**src/rtl/dm_bus_pkg.sv**
```systemverilog
// Shared types and constants for the data-memory bus bridge.
//   dm_state_e   : bridge FSM states (idle, request offered, waiting for response)
//   dm_bus_req_t : latched request payload; fields sized to the widest supported
//                  bus so any ADDR_W/DATA_W up to 64 fits without a new type
//   DM_TIMEOUT_DEFAULT : default response timeout in WAIT cycles
package dm_bus_pkg;

    localparam int unsigned DM_ADDR_W_MAX      = 64;
    localparam int unsigned DM_DATA_W_MAX      = 64;
    localparam int unsigned DM_MASK_W_MAX      = DM_DATA_W_MAX / 8;
    localparam int unsigned DM_TIMEOUT_DEFAULT = 255;

    typedef enum logic [1:0] {
        DM_IDLE = 2'd0,
        DM_REQ  = 2'd1,
        DM_WAIT = 2'd2
    } dm_state_e;

    typedef struct packed {
        logic [DM_ADDR_W_MAX-1:0] addr;
        logic [DM_DATA_W_MAX-1:0] wdata;
        logic [DM_MASK_W_MAX-1:0] wmask;
        logic                     we;
    } dm_bus_req_t;

endpackage

```
**src/rtl/dm_bus_bridge_if.sv**
```systemverilog
// Valid/ready request plus response channel between the bridge and the
// external data memory / system bus.
//   master : bridge side  - drives memReq{Valid,Addr,We,Wdata,Wmask}
//   slave  : memory side  - drives memReqReady, memRsp{Valid,Rdata,Err}
interface dm_bus_bridge_if #(
    parameter int unsigned ADDR_W = 32,
    parameter int unsigned DATA_W = 32
);

    logic                  memReqValid;
    logic                  memReqReady;
    logic [ADDR_W-1:0]     memReqAddr;
    logic                  memReqWe;
    logic [DATA_W-1:0]     memReqWdata;
    logic [DATA_W/8-1:0]   memReqWmask;
    logic                  memRspValid;
    logic [DATA_W-1:0]     memRspRdata;
    logic                  memRspErr;

    modport master (
        output memReqValid, memReqAddr, memReqWe, memReqWdata, memReqWmask,
        input  memReqReady, memRspValid, memRspRdata, memRspErr
    );

    modport slave (
        input  memReqValid, memReqAddr, memReqWe, memReqWdata, memReqWmask,
        output memReqReady, memRspValid, memRspRdata, memRspErr
    );

endinterface

```
**src/rtl/dm_bus_bridge.sv**
```systemverilog
// Bridge from the single-cycle MEM-stage data bus to a valid/ready memory bus.
// Latches the request, offers it until accepted, waits for the response (or a
// timeout), stalls the pipeline meanwhile and registers load data for WB.
//   clk, rst           : clock, synchronous active-high reset
//   dataBus*           : MEM-stage request in, registered load data out
//   dmStall            : freeze IF..MEM while an access is pending
//   dmBusError         : one-cycle pulse in WB of a faulting / timed-out access
//   mem (master)       : memory request/response channel
module dm_bus_bridge
    import dm_bus_pkg::*;
#(
    parameter int unsigned ADDR_W         = 32,
    parameter int unsigned DATA_W         = 32,
    parameter int unsigned TIMEOUT_CYCLES = DM_TIMEOUT_DEFAULT
) (
    input  logic                clk,
    input  logic                rst,
    input  logic [ADDR_W-1:0]   dataBusAddr,
    input  logic [DATA_W-1:0]   dataBusWriteData,
    input  logic [DATA_W/8-1:0] dataBusWriteMask,
    input  logic                dataBusWriteEn,
    input  logic                dataBusReadEn,
    output logic [DATA_W-1:0]   dataBusReadData,
    output logic                dmStall,
    output logic                dmBusError,
    dm_bus_bridge_if.master     mem
);

    localparam int unsigned MASK_W = DATA_W / 8;
    localparam int unsigned CNT_W  = $clog2(TIMEOUT_CYCLES + 1);

    dm_state_e   r_state;
    dm_state_e   w_state_next;
    dm_bus_req_t r_req;
    logic [DATA_W-1:0] r_rdata;
    logic        r_err;
    logic [CNT_W-1:0]  r_cnt;

    logic w_req;
    logic w_cnt_last;
    logic w_accept;
    logic w_complete;
    logic w_timeout;
    logic w_stall;
    logic w_req_valid;

    assign w_req      = dataBusReadEn | dataBusWriteEn;
    // Counter starts at 0 in the first WAIT cycle, so the Nth WAIT cycle is the last.
    assign w_cnt_last = (r_cnt == CNT_W'(TIMEOUT_CYCLES - 1));

    always_ff @(posedge clk) begin
        if (rst) begin
            r_state <= DM_IDLE;
        end else begin
            r_state <= w_state_next;
        end
    end

    always_comb begin
        w_state_next = r_state;
        w_stall      = 1'b0;
        w_req_valid  = 1'b0;
        w_accept     = 1'b0;
        w_complete   = 1'b0;
        w_timeout    = 1'b0;
        unique case (r_state)
            DM_IDLE: begin
                if (w_req) begin
                    w_stall      = 1'b1;
                    w_state_next = DM_REQ;
                end
            end
            DM_REQ: begin
                w_req_valid = 1'b1;
                w_stall     = 1'b1;
                if (mem.memReqReady) begin
                    w_accept     = 1'b1;
                    w_state_next = DM_WAIT;
                end
            end
            DM_WAIT: begin
                // A response in the timeout cycle takes priority over the timeout.
                if (mem.memRspValid) begin
                    w_complete = 1'b1;
                end else if (w_cnt_last) begin
                    w_complete = 1'b1;
                    w_timeout  = 1'b1;
                end
                w_stall = ~w_complete;
                if (w_complete) begin
                    w_state_next = DM_IDLE;
                end
            end
            default: begin
                w_state_next = DM_IDLE;
            end
        endcase
        if (rst) begin
            w_stall = 1'b0;
        end
    end

    always_ff @(posedge clk) begin
        if (rst) begin
            r_req   <= '0;
            r_rdata <= '0;
            r_err   <= 1'b0;
            r_cnt   <= '0;
        end else begin
            r_err <= 1'b0;
            if (r_state == DM_IDLE && w_req) begin
                r_req.addr  <= DM_ADDR_W_MAX'(dataBusAddr);
                r_req.wdata <= DM_DATA_W_MAX'(dataBusWriteData);
                r_req.wmask <= dataBusWriteEn ? DM_MASK_W_MAX'(dataBusWriteMask) : '0;
                r_req.we    <= dataBusWriteEn;
            end
            if (w_accept) begin
                r_cnt <= '0;
            end else if (r_state == DM_WAIT) begin
                r_cnt <= r_cnt + 1'b1;
            end
            if (w_complete) begin
                if (!r_req.we) begin
                    r_rdata <= w_timeout ? '0 : mem.memRspRdata;
                end
                r_err <= w_timeout | mem.memRspErr;
            end
        end
    end

    assign dmStall         = w_stall;
    assign dmBusError      = r_err;
    assign dataBusReadData = r_rdata;

    assign mem.memReqValid = w_req_valid;
    assign mem.memReqAddr  = ADDR_W'(r_req.addr);
    assign mem.memReqWe    = r_req.we;
    assign mem.memReqWdata = DATA_W'(r_req.wdata);
    assign mem.memReqWmask = MASK_W'(r_req.wmask);

endmodule

```
**src/flat_wrapper.sv**
```systemverilog
// flat-port wrapper written by rule: the top's interface ports become plain ports
module dm_bus_bridge_flat import dm_bus_pkg::*;
#(
    parameter int unsigned ADDR_W         = 32,
    parameter int unsigned DATA_W         = 32,
    parameter int unsigned TIMEOUT_CYCLES = DM_TIMEOUT_DEFAULT
)
  (clk, rst, dataBusAddr, dataBusWriteData, dataBusWriteMask, dataBusWriteEn, dataBusReadEn, dataBusReadData, dmStall, dmBusError, mem_memReqValid, mem_memReqAddr, mem_memReqWe, mem_memReqWdata, mem_memReqWmask, mem_memReqReady, mem_memRspValid, mem_memRspRdata, mem_memRspErr);
  dm_bus_bridge_if #(.ADDR_W(ADDR_W), .DATA_W(DATA_W)) mem_i ();
  input  logic clk;
  input  logic rst;
  input  logic [ADDR_W-1:0] dataBusAddr;
  input  logic [DATA_W-1:0] dataBusWriteData;
  input  logic [DATA_W/8-1:0] dataBusWriteMask;
  input  logic dataBusWriteEn;
  input  logic dataBusReadEn;
  output logic [DATA_W-1:0] dataBusReadData;
  output logic dmStall;
  output logic dmBusError;
  output wire logic [$bits(mem_i.memReqValid)-1:0] mem_memReqValid;
  output wire logic [$bits(mem_i.memReqAddr)-1:0] mem_memReqAddr;
  output wire logic [$bits(mem_i.memReqWe)-1:0] mem_memReqWe;
  output wire logic [$bits(mem_i.memReqWdata)-1:0] mem_memReqWdata;
  output wire logic [$bits(mem_i.memReqWmask)-1:0] mem_memReqWmask;
  input wire logic [$bits(mem_i.memReqReady)-1:0] mem_memReqReady;
  input wire logic [$bits(mem_i.memRspValid)-1:0] mem_memRspValid;
  input wire logic [$bits(mem_i.memRspRdata)-1:0] mem_memRspRdata;
  input wire logic [$bits(mem_i.memRspErr)-1:0] mem_memRspErr;
  assign mem_memReqValid = mem_i.memReqValid;
  assign mem_memReqAddr = mem_i.memReqAddr;
  assign mem_memReqWe = mem_i.memReqWe;
  assign mem_memReqWdata = mem_i.memReqWdata;
  assign mem_memReqWmask = mem_i.memReqWmask;
  assign mem_i.memReqReady = mem_memReqReady;
  assign mem_i.memRspValid = mem_memRspValid;
  assign mem_i.memRspRdata = mem_memRspRdata;
  assign mem_i.memRspErr = mem_memRspErr;
  dm_bus_bridge #(.ADDR_W(ADDR_W), .DATA_W(DATA_W), .TIMEOUT_CYCLES(TIMEOUT_CYCLES)) u_core (.clk(clk), .rst(rst), .dataBusAddr(dataBusAddr), .dataBusWriteData(dataBusWriteData), .dataBusWriteMask(dataBusWriteMask), .dataBusWriteEn(dataBusWriteEn), .dataBusReadEn(dataBusReadEn), .dataBusReadData(dataBusReadData), .dmStall(dmStall), .dmBusError(dmBusError), .mem(mem_i));
endmodule
```
**config.mk**
```make
export PLATFORM = sky130hd
export DESIGN_NAME = dm_bus_bridge_flat
export DESIGN_NICKNAME = d
export VERILOG_FILES = /design/src/rtl/dm_bus_pkg.sv /design/src/rtl/dm_bus_bridge_if.sv /design/src/rtl/dm_bus_bridge.sv /design/src/flat_wrapper.sv
export SDC_FILE = /design/constraint.sdc
export NUM_CORES = 1
export LEC_CHECK = 0
export CAP_MARGIN = 20
export CORE_ASPECT_RATIO = 1.2
export CORE_MARGIN = 3
export CORE_UTILIZATION = 45
export DETAILED_ROUTE_END_ITERATION = 10
export PLACE_DENSITY = 0.83
export SETUP_SLACK_MARGIN = 0.4
export SYNTH_ARGS = -nofsm -noshare
export SYNTH_HDL_FRONTEND = slang
export SYNTH_SLANG_ARGS = --single-unit
```
**constraint.sdc**
```tcl
create_clock -name clk -period 4.4 [get_ports clk]
set_clock_uncertainty 0.2 [all_clocks]
set_input_delay 0.88 -clock clk [delete_from_list [all_inputs] [get_ports clk]]
set_output_delay 0.88 -clock clk [all_outputs]
set_load 0.01 [all_outputs]
```
# --- Yosys cells after proc, flatten, opt, wreduce, memory -nomap -nowiden ---
# Index checks and enable logic that the tools add are counted.
classes:
  muxes: 18
  bitwise_logic: 5
  n_reduce_logical: 6
  add_sub_neg: 1
  eq_ne: 6
op_table:
  columns: ["op", "count"]
  rows:
  - ["$mux W32", 1]
  - ["$mux W1", 11]
  - ["$add A8 B1 Y8 const B", 1]
  - ["$eq A8 B8 Y1 const B", 1]
  - ["$mux W2", 3]
  - ["$pmux W2 S3", 1]
  - ["$mux W4", 1]
  - ["$ne A2 B2 Y1 const B", 2]
  - ["$reduce_or A2 Y1", 2]
  - ["$not A1 Y1", 3]
  - ["$pmux W1 S3", 1]
  - ["$reduce_and A3 Y1", 1]
  - ["$eq A2 B1 Y1 const B", 1]
  - ["$eq A2 B2 Y1 const B", 1]
  - ["$logic_not A2 Y1", 1]
  - ["$ne A2 B1 Y1 const B", 1]
  - ["$or A1 B1 Y1", 2]
  - ["$reduce_and A2 Y1", 1]
  - ["$logic_and A1 B1 Y1", 1]
word_totals:
  elab_cells: 44
  regBits: 112
  out_inout_bits: 104

# --- Logic depth before layout (Yosys ltp) ---
depth:
  word_depth: 7
  ltp_mapped: 7
  ltp_nobuf: 5

# --- Least setup slack after synthesis ---
# OpenSTA, ideal clock, no wires.
synth_path:
  kind: "input -> output"
  from: "input rst"
  to: "output dmStall"
  slack_ns: 1.709
  arrival_ns: 1.611
  stages: 3
  cell_sequence: "clkbuf_1 clkbuf_1 o32ai_1"
synth_between:
  elab_chain_len: 1
synth_rtl:
  columns: ["item", "line", "text"]
  rows:
  - ["from (decl)", "flat_wrapper.sv:11", "input logic rst;"]
  - ["$mux W1", "dm_bus_bridge.sv:98", "if (rst) begin"]
  - ["to (decl)", "flat_wrapper.sv:18", "output logic dmStall;"]
# No other way between the ends.

# --- Worst setup path in the final report ---
layout_path:
  from: "input dataBusWriteEn"
  to: "output dmStall"
layout_between:
  elab_chain_len: 4
layout_rtl:
  columns: ["item", "line", "text"]
  rows:
  - ["from (decl)", "flat_wrapper.sv:15", "input logic dataBusWriteEn;"]
  - ["$or A1 B1 Y1", "dm_bus_bridge.sv:47", "assign w_req = dataBusReadEn | dataBusWriteEn;"]
  - ["$mux W1", "dm_bus_bridge.sv:68", "if (w_req) begin"]
  - ["$pmux W1 S3", "dm_bus_bridge.sv:66", "unique case (r_state)"]
  - ["$mux W1", "dm_bus_bridge.sv:98", null]
# No other way between the ends.

==> flow_summary.json <==
{
  "timing.final.crit_share_pct": 86.36,
  "power.density_nw_per_um2": 336.8,
  "worstSetupPathType": "primary input to primary output",
  "wirelength_microns": 14980,
  "maxCapViolCount": 0,
  "dieWidth_microns": 99.75,
  "vias": 5102,
  "postCtsHoldBufs": 0,
  "num-nets-final": 874,
  "antenna_found_initial": 0,
  "r2r_end": "u_core.dataBusReadData[8]",
  "hold_slack_ns": 0.2756,
  "gr-total-overflow": 0,
  "firstDrtPassIters": 5,
  "synth_cells": 598,
  "clk_latency_ns": 0.34,
  "p_leak_nw": 2.443,
  "netlist_area_sq_um": 4746,
  "status": "finished, final reports clean",
  "first_iter_violations": 289,
  "vias_per_cell": 5.701,
  "cts_buffer_depth": 2,
  "cts_setup_buffers": 0,
  "setup_tns_ns": 0,
  "min-delay-start": "u_core.mem.memReqAddr[0]",
  "cts_tree": "done",
  "rsz0062_at_grt": "no",
  "clock_sinks": 112,
  "final_util_pct": 70.36,
  "cts_resized": 0,
  "worst_ep_arrival_time_ns": 2.72,
  "core_sq_um": 10160,
  "die_y_microns": 118.5,
  "grt_pass1_wl_microns": 23680,
  "cp_data_required_time_ns": 3.32,
  "io_buffers": 210,
  "hold_violations": 0,
  "area_delta_synth_final_pct": 50.62,
  "hold_class": "flop to flop",
  "synth-seq-area-share_pct": 47.24,
  "cts_root_buffer": "clkbuf_16",
  "startpoint": "dataBusWriteEn",
  "avgSynthCellArea_sq_um": 7.936,
  "use_met1_pct": 30.02,
  "gr-usage-met3_pct": 8.855,
  "report.final.slew_viol_count": 0,
  "tightest_slew_ns": 1.125,
  "wl_per_cell_microns": 16.74,
  "drc": 0,
  "drive_gt1_share_pct": 4.291,
  "layout_common_cells": "clkdlybuf4s50_1 (208), dfxtp_1 (112), nand3_1 (102)",
  "clock.fmax_mhz": 263.2,
  "clk_pin_slew_ns": 0.07,
  "htreeDepth": 3,
  "initial_utilization_pct": 46.71,
  "die-area_sq_um": 11820,
  "reg2reg_depth": 4,
  "synthTopCellsByArea": "dfxtp_1 (47%), nand3_1 (11%), o21ai_0 (11%)",
  "hold_depth": 2,
  "final_antenna_net_count": 0,
  "ir_drop_mv": 0.2747,
  "gp_congestion": 0.7951,
  "grt_pass1_vias": 4815,
  "cts-buffers-inserted": 9,
  "fin_crit_ns": 3.800,
  "yosys_warnings": 0,
  "n_antenna_cell": 0,
  "grtUsageTotal_pct": 24.29,
  "r2r_start": "u_core.r_state[1]",
  "mostFrequentLayoutCell": "clkdlybuf4s50_1",
  "hpwl_microns": 10020,
  "grt_start_max_net_pins": 103,
  "synth_fp_nets": 707,
  "synth-seq-cells": 112,
  "start_kind": "primary input",
  "rrSetupSlack_ns": 2.36,
  "critical_path.max_fanout": 7,
  "synth_top_area_share_pct": 47.24,
  "use_met2_pct": 38.81,
  "cp-end-kind": "primary output",
  "grt-busiest-layer": "met2",
  "pin_count": 211,
  "synth.distinct_cells": 32,
  "setup_viol": 0,
  "holdPathEnd": "u_core.mem.memReqAddr[0]",
  "synth_top_cell_by_area": "dfxtp_1",
  "slew-limit-headroom_pct": 25.00,
  "rows": 40
}
## worst max-delay path, cell delays in order
cell,delay [ns]
clkdlybuf4s50_1,0.68
or2_2,0.20
nor2_1,0.04
o32ai_1,0.30
clkdlybuf4s50_1,0.61
## flip-flops by register name, indices dropped and copies added, names as in the netlist
signal and cells:
u_core.r_cnt 8, u_core.dmBusError 1, u_core.mem.memReqWmask 4, u_core.mem.memReqWdata 32, u_core.mem.memReqAddr 32, u_core.r_state 2
u_core.dataBusReadData 32, u_core.mem.memReqWe 1
## logic make-up after synthesis
family	count (synthesis)	synth area share, %
DFF	112	47.24
adders and majority gates	2	0.5272
xor gates and xnor gates	2	0.3692
and+or+nand+nor	194	21.12
buffers and inverters	70	6.591
AOI/OAI and AO/OA	218	24.15
## worst max-delay path by stage
stage | end | slack [ns] | depth (start not counted)
6_report | dmStall | 0.60 | 5
5_1_grt | dmStall | 0.53 | 5
4_1_cts | dmStall | 0.64 | 5
3_5_place_dp | dmStall | 0.65 | 5
3_3_place_gp | dmStall | 0.70 | 5
2_1_floorplan | dmStall | 1.71 | 3
## through the flow
| step | total power, mW | cells | setup slack [ns] | area, sq um |
|---|---|---|---|---|
| 3_3_place_gp | 1.601 | 877 | 0.6961 | 6785 |
| 5_1_grt | 2.511 | 895 | 0.5251 | 7148 |
| 3_5_place_dp | 1.616 | 878 | 0.6453 | 6813 |
| 4_1_cts | 2.417 | 893 | 0.6359 | 7101 |
| 6_report | 2.407 | 895 | 0.6004 | 7148 |
| 2_1_floorplan | 1.348 | 598 | 1.709 | 4746 |
## cell type report
cell class / count / area [sq um]
Clock buffer: 11 / 242.7
Multi-Input combinational cell: 416 / 2212
Timing Repair Buffer: 221 / 2230
Sequential cell: 112 / 2242
Clock inverter: 4 / 45.04
Inverter: 5 / 18.77
Tap cell: 126 / 157.7
Fill cell: 785 / 3012
## Yosys cell counts, drive strengths merged
master,instances
clkbuf,42
inv,5
or4,1
o31ai,1
nor3b,1
or3,5
a31oi,32
a211oi,1
nand3b,2
a22oi,1
nand2,35
nand4b,1
o21bai,1
a21oi,75
nor2,7
or3b,1
nor2b,34
xnor2,2
dfxtp,112
buf,23
nand2b,2
o22ai,1
or2,2
nand3,102
ha,2
nand4,1
o32ai,1
o21ai,105
## layer usage
layer | vias up | wire length (microns) | part of all wire (%)
met5 | - | 0 | 0
met4 | 0 | 317 | 2.1
met3 | 23 | 1544 | 10
met2 | 221 | 7247 | 48
met1 | 2411 | 5870 | 39
li1 | 2447 | - | -
## where the power goes
group / leakage [nW] / internal (mW) / switching [mW]
logic: 1.38 / 0.259 / 0.227
clock network: 0.145 / 0.452 / 0.353
registers: 0.916 / 1.08 / 0.0373
total: 2.44 / 1.79 / 0.618
Note: power is estimated with default switching activity, not from simulation.
==> variant: new RTL, same flow settings <==
Encoding of `dm_state_e`: now one-hot (3 bits for 3 states).
--- a/src/rtl/dm_bus_pkg.sv
+++ b/src/rtl/dm_bus_pkg.sv
@@ -10,10 +10,10 @@
     localparam int unsigned DM_MASK_W_MAX      = DM_DATA_W_MAX / 8;
     localparam int unsigned DM_TIMEOUT_DEFAULT = 255;
 
-    typedef enum logic [1:0] {
-        DM_IDLE = 2'd0,
-        DM_REQ  = 2'd1,
-        DM_WAIT = 2'd2
+    typedef enum logic [2:0] {
+        DM_IDLE = 3'b001,
+        DM_REQ  = 3'b010,
+        DM_WAIT = 3'b100
     } dm_state_e;
 
     typedef struct packed {
Check against the original RTL: no difference found for any inputs over 4 cycles, from zero or initial values and one cycle with rst high; so few cycles prove little.
==> variant against the original RTL <==
  * Cell area rose by 6.1%
  * Synthesized cell count fell by 4.7%
  * Largest cell class is now multi-input gates
  * Wire length rose by 5.8%
  * Setup slack improved by 0.16 ns
  * Critical path depth did not move
  * Highest routed layer unchanged
  * Power rose by 27%
  * Non-clock buffer count did not move
  * Area after synthesis rose by 1.2%
  * Sequential cell count rose by 1
  * Clock power rose by 78%
  * Critical path type unchanged
==> variant: results (changes against the original RTL) <==
metric;value;unit;change
status;finished clean;;
finalWirelength;15800;um;+5.8%
n_fill_cell;768;;-2.2%
synth-compound-area-share;25.7;%;+1.5 points
placedCellCount;854;;-2.7%
slew_headroom;43.5;%;+18 points
hpwl;10600;um;+5.6%
p_int;2310;uW;+29%
ir_worst_vdd;0.294;mV;+7.0%
grt_pass1_wl;25200;um;+6.6%
r2r_slack;2.13;ns;-0.23 ns
synth_seq_area_share;47.1;%;-0.15 points
min_from;u_core.mem.memReqAddr[7];;
avgViaCountPerCell;5.78;;+1.3%
synth_mux_area_share;0.208;%;+0.21 points
worst_ep_arrival_time;2.56;ns;-0.16 ns
synth_adder_area_share;0.521;%;-0.0063 points
worstSkewPairLatency;0.40;ns;+0.06 ns
wl_per_cell;17.9;um;+6.7%
drive_above_1_share;6.31;%;+2.0 points
ys_top_cells_by_area;dfxtp_1 47%, o21ai_1 10%, a21oi_1 7.9%, nand3_1 7.4%, a32oi_1 5.8%;;
syn-num-nets;679;;-4.0%
synthTopCellsByCount;113 x dfxtp_1, 99 x o21ai_1, 76 x a21oi_1;;
drt_iter0_markers;284;;-1.7%
grt_max_degree;82;;-20%
grt_use_total;26.1;%;+1.8 points
max_stage_delay;0.63;ns;-0.05 ns
htree_levels;4;;+1
-- variant: cell count changes in the layout (fill, tap and decap cells not counted), sizes merged, moves of 11 or more --
| cell | before | now |
|---|---|---|
| nand2 | 35 | 9 |
| clkbuf | 11 | 22 |
| nand3b | 2 | 31 |
| a31oi | 32 | 1 |
| a32oi | 0 | 32 |
| nand3 | 102 | 71 |
-- variant: cell type report --
cell class | count | area (um2) | area share, %
Multi-Input combinational cell | 390 | 2310 | 30.5
Clock inverter | 10 | 159 | 2.10
Sequential cell | 113 | 2260 | 29.8
Timing Repair Buffer | 221 | 2220 | 29.3
Clock buffer | 22 | 454 | 5.99
Tap cell | 126 | 158 | 2.08
Inverter | 5 | 18.8 | 0.247
-- variant: critical path: cells and delay by family --
| kind | cells | cell delay, ns |
|---|---|---|
| buffers and inverters | 2 | 1.21 |
| and+or+nand+nor | 2 | 0.28 |
| AOI/OAI and AO/OA | 1 | 0.19 |
-- variant: metal layers --
| layer | global-route usage, % | part of all wire (%) | wire length (um) |
|---|---|---|---|
| met2 | 43.0 | 49 | 7770 |
| met4 | 8.17 | 1.9 | 301 |
| met5 | 0 | 0 | 0 |
| met3 | 10.8 | 10 | 1580 |
| met1 | 30.6 | 39 | 6200 |
-- variant: logic make-up (layout without fill, tap and decap cells) --
group | count (synthesis) | after routing
and+or+nand+nor | 168 | 168
AOI/OAI and AO/OA | 218 | 218
buffers and inverters | 67 | 258
DFF | 113 | 113
muxes | 1 | 1
xor gates and xnor gates | 1 | 1
adders and majority gates | 2 | 2
-- variant: power by group through the flow --
stage,Clock [uW],Combinational (uW),Sequential (uW)
after CTS,1440,512,1130
after detailed placement,0,508,1150
after floorplan,0,208,1170
final,1430,510,1130
after global placement,0,500,1140
after global routing,1490,551,1140
-- variant: path summary, 6_finish.rpt --
path | to
worst max-delay path | dmStall
worst min-delay path | u_core.mem.memReqAddr[7]
worst max register to register | u_core.mem.memReqAddr[16]
worst min register to register | u_core.mem.memReqAddr[7]
-- variant: per-stage QoR --
step | setup WS (ns) | power, uW | utilization, % | hold slack, ns | instance area, um2
2_1_floorplan | 1.70 | 1380 | - | 0.265 | 4800
3_3_place_gp | 0.794 | 1640 | 67.7 | 0.265 | 6920
4_1_cts | 0.762 | 3080 | 74.0 | 0.279 | 7560
3_5_place_dp | 0.778 | 1660 | 68.0 | 0.271 | 6940
5_1_grt | 0.626 | 3170 | 74.3 | 0.300 | 7580
6_report | 0.761 | 3060 | 74.3 | 0.278 | 7580
